`config.mk`:
```
export PLATFORM = sky130hd
export DESIGN_NAME = instr_issue
export DESIGN_NICKNAME = d
export VERILOG_FILES = /design/src/rtl/instr_issue.sv
export SDC_FILE = /design/constraint.sdc
export NUM_CORES = 1
export LEC_CHECK = 0
export CAP_MARGIN = 5
export CELL_PAD_IN_SITES_DETAIL_PLACEMENT = 0
export CELL_PAD_IN_SITES_GLOBAL_PLACEMENT = 2
export CORE_ASPECT_RATIO = 0.5
export CORE_UTILIZATION = 21
export CTS_CLUSTER_DIAMETER = 40
export DETAILED_ROUTE_END_ITERATION = 16
export GPL_TIMING_DRIVEN = 0
export PLACE_DENSITY = 0.73
export SYNTH_ARGS = -nofsm -noshare
export SYNTH_HDL_FRONTEND = slang
export SYNTH_SLANG_ARGS = --single-unit
export TNS_END_PERCENT = 20
```
`constraint.sdc`:
```
create_clock -name clk -period 1.79 [get_ports clk]
set_clock_uncertainty 0.15 [all_clocks]
set_input_delay 0.358 -clock clk [delete_from_list [all_inputs] [get_ports clk]]
set_output_delay 0.358 -clock clk [all_outputs]
set_load 0.05 [all_outputs]
```
`src/rtl/instr_issue.sv`:
```
// instr_issue: fetch/wait/issue sequencer between instruction memory and the control decoder.
// Optional handshake counter output issue_cnt is enabled by defining ISSUE_CNT_EN.
module instr_issue #(
  parameter logic [15:0] RESET_PC = 16'h0000,
  parameter int          OPC_MSB  = 15
) (
  input  logic        clk,
  input  logic        rst,
  output logic        imem_rd_en,
  output logic [15:0] imem_addr,
  input  logic [15:0] imem_rdata,
  output logic        issue_valid,
  input  logic        issue_ready,
  output logic [15:0] issue_instr,
  output logic [2:0]  issue_opcode,
  output logic [15:0] issue_pc,
  input  logic        redirect_valid,
  input  logic [15:0] redirect_target
`ifdef ISSUE_CNT_EN
  ,
  output logic [15:0] issue_cnt
`endif
);
  typedef enum logic [1:0] {FETCH, WAIT, ISSUE} state_t;
  state_t state, nxt;
  logic [15:0] pc;
  logic hs;
  assign hs = issue_valid & issue_ready;
  always_ff @(posedge clk)
    state <= rst ? FETCH : nxt;
  // a redirect from any state restarts fetching, dropping any in-flight read
  always_comb
    nxt = redirect_valid ? FETCH :
          state == FETCH ? WAIT  :
          state == WAIT  ? ISSUE :
          hs             ? FETCH : ISSUE;
  always_comb begin
    imem_rd_en   = (state == FETCH) & ~rst;
    imem_addr    = pc;
    issue_opcode = issue_instr[OPC_MSB -: 3];
  end
  always_ff @(posedge clk)
    if (rst) begin
      pc          <= RESET_PC;
      issue_valid <= 1'b0;
      issue_instr <= '0;
      issue_pc    <= '0;
    end else if (redirect_valid) begin
      pc          <= redirect_target;
      issue_valid <= 1'b0;
    end else if (state == WAIT) begin
      issue_instr <= imem_rdata;
      issue_pc    <= pc;
      issue_valid <= 1'b1;
    end else if (hs) begin
      pc          <= pc + 16'd1;
      issue_valid <= 1'b0;
    end
`ifdef ISSUE_CNT_EN
  always_ff @(posedge clk)
    if (rst) issue_cnt <= '0;
    else if (hs) issue_cnt <= issue_cnt + 16'd1;
`endif
endmodule

```
==> run summary <==
status - finished, violations left
failing checks - setup timing
post-route clock period utilization - 108%
Num Clock Sinks - 51
largest family of logic cells by synthesized area - simple AND/OR/NAND/NOR gates
Final Hold Fails - 0
Compound-Gate Fraction of Synth Area - 16.9%
FMAX - 0.516 GHz
power density over cell area - 772 nW/µm²
RSZ-0062 raised after global routing - true
CP max stage delay - 420 ps
Seq cells post-synth - 51
vias per inst - 4.41
CTS root buf - clkbuf_16
worst min path class - flop to flop
diode count - 0
WP data arrival - 1990 ps
first-pass GRT wire length - 10800 µm
Worst slew margin - 61.1%
critical path, cell by cell - nor2b_4 -> buf_6 -> or3_4 -> or4_4 -> a311oi_2
Setup crit end kind - flop
kind of critical path - flop to flop
number of synthesized flops with an enable pin - 0
Rows - 25
initial antenna violation count - 0
Core Area - 9670 µm²
sequential cell area fraction in the yosys report - 47.8%
total wire length - 7020 µm
final worst slack - -146 ps
slowest CP cell - or3_4
CTS clock-pin slew for the worst setup and hold paths - 70 ps
width of the chip - 145 µm
area growth from synthesis to layout - 63.7%
mux contribution to synthesized area - 0%
GRT Total Usage - 13.2%
Synthesized Nets - 305
DP Worst Slack - -935 ps
DR vias - 2247
total CTS buffers - 5
synth warn - 0
Sequential Area - 1050 µm²
Power Total - 0.00270 W
Antenna Nets Post-Route - 0
WL/cell - 13.8 µm
Slew Limit Fails - 0
# IOs - 89
XOR/XNOR share of the synthesized area - 2.87%
mapped cell area - 2130 µm²
dominant synthesized flop cell - dfxtp_1
crit path time final - 1940 ps
peak supply drop - 383 µV
share of layout cells above drive strength 1 - 18.9%
clock buffer depth - 2
Critical Path RT - 1840 ps
clk_lat worst skew - 290 ps
Pleak - 1.37 nW
top-area cell type share of the netlist area - 47.8%
Die Y-Extent - 73.3 µm
Worst Tran Pin Value - 584 ps
Die Area - 10600 µm²
post-synthesis adder-cell area fraction - 0.586%
Clock H-tree levels - 2
Commonest cells post-synth - 72 x nand2_1, 51 x dfxtp_1, 34 x a21oi_1
crit path max fanout - 8
top post-synthesis cells by area - dfxtp_1 48%, nand2_1 13%, a21oi_1 8.0%, nor2_1 3.2%, a311oi_1 2.9%
CP delay by family, top - simple AND/OR/NAND/NOR gates
Synth Area in Simple Gates - 26.7%
synth unique cells - 30
FILL cells - 987
crit path buf inv count - 1
largest net degree at the start of global routing - 16
First-pass DRT Iterations - 4
Avg Cell Area, Syn - 7.96 µm²
detailed placement HPWL - 5080 µm
max-cap violations - 0
NumNets Final - 411
Port Buf Inserts - 88
GRT overflow - 0
crit path launch type - flop
# setup viols final - 6
top-count cell post-synth - nand2_1
vias in the first global route - 2184
initial drt markers - 80
Multi-input gate area - 1090 µm²
Initial Utilization - 22.1%
drc violations - 0
Synth area leader - dfxtp_1
Synth Instances - 268
routability cong. - 0.768
Synth async-reset ratio - 0%
CTS tree - done
-- repair_timing --
item                                    CTS  global route
hold endpoints to repair                  0             0
pin swaps                                12             5
gates resized for setup                 100            29
endpoints found under the setup margin   98            44
cloned                                    0             0
hold buffers                              0             0
buffers inserted                          5             8
-- sequential cells by signal (all words and copies together), names as in the netlist --
signal       flops
imem_addr       16
issue_instr     16
issue_pc        16
issue_valid      1
state            2
-- metrics by stage --
stage / instances / instance area, µm² / hold slack [ps] / util (%) / setup TNS [ps]
6_report: 510 / 3490 / 304 / 36.1 / -572
5_1_grt: 510 / 3490 / 322 / 36.1 / -1350
4_1_cts: 503 / 3410 / 306 / 35.2 / -738
3_5_place_dp: 491 / 3220 / 297 / 33.3 / -22280
3_3_place_gp: 491 / 3220 / 294 / 33.3 / -21200
2_1_floorplan: 268 / 2170 / 297 / - / -1460
-- logic make-up after synthesis --
group	after synthesis
xor gates and xnor gates	7
and+or+nand+nor	125
adders and majority gates	1
DFF	51
AOI/OAI and AO/OA	59
buffers and inverters	25
-- where the power goes --
group	leakage (nW)	internal (W)	total (W)	switching, W
sequential	0.422	0.00118	0.00124	0.0000614
clock	0.0669	0.000517	0.000945	0.000428
combinational	0.884	0.000195	0.000511	0.000315
total	1.37	0.00189	0.00270	0.000805
-- worst register-to-register path, stage by stage, from the launching register on --
cell and delay [ps]:
dfxtp_4 350, nor2b_4 120, buf_6 130, or3_4 420, or4_4 420, a311oi_2 260
-- placed cells by master (no fill, tap or decap), drive strengths merged, types with 2 or more instances in the layout --
master         instances
dfxtp                 51
xnor2                  7
o31ai                  5
nor4b                  2
nor3b                  2
o21ai                  3
buf                   22
a211oi                 8
dlygate4sd2           40
nand4                  3
a21oi                 34
and4                   2
clkdlybuf4s50         32
a311oi                 7
or4                    6
clkbuf                24
inv                    4
nor3                   5
nor2                  18
nand3                  4
nor4                   2
nand2                 72
clkdlybuf4s15          8
nand2b                 2
or3                    4
-- metal layers --
metal	vias up	GRT usage (%)	part of all wire (%)
met5	-	0	0
met4	0	2.81	0.34
met3	2	2.87	3.4
met2	38	22.1	46
met1	1065	17.6	50
li1	1142	-	-
-- worst paths after layout --
check | endpoint | cells past startpoint | slack, ps | startpoint
setup / recovery | imem_addr[9]$_SDFFE_PP0P_ | 5 | -150 | state[0]$_SDFF_PP0_
hold / removal | issue_pc[0]$_SDFFE_PP0P_ | 2 | 300 | issue_pc[0]$_SDFFE_PP0P_
setup reg to reg | imem_addr[9]$_SDFFE_PP0P_ | 5 | -150 | state[0]$_SDFF_PP0_
hold reg to reg | issue_pc[0]$_SDFFE_PP0P_ | 2 | 300 | issue_pc[0]$_SDFFE_PP0P_
-- area by class of cell --
type	instances	area share (%)
plain buffers	19	3.22
clock buffers	6	3.69
clock inverters	2	0.358
inverters	4	0.430
multi-input cells	192	31.2
flip-flops and latches	51	30.1
well taps	135	4.84
repair buffers	101	26.2
Note: power is estimated with default switching activity, not from simulation.
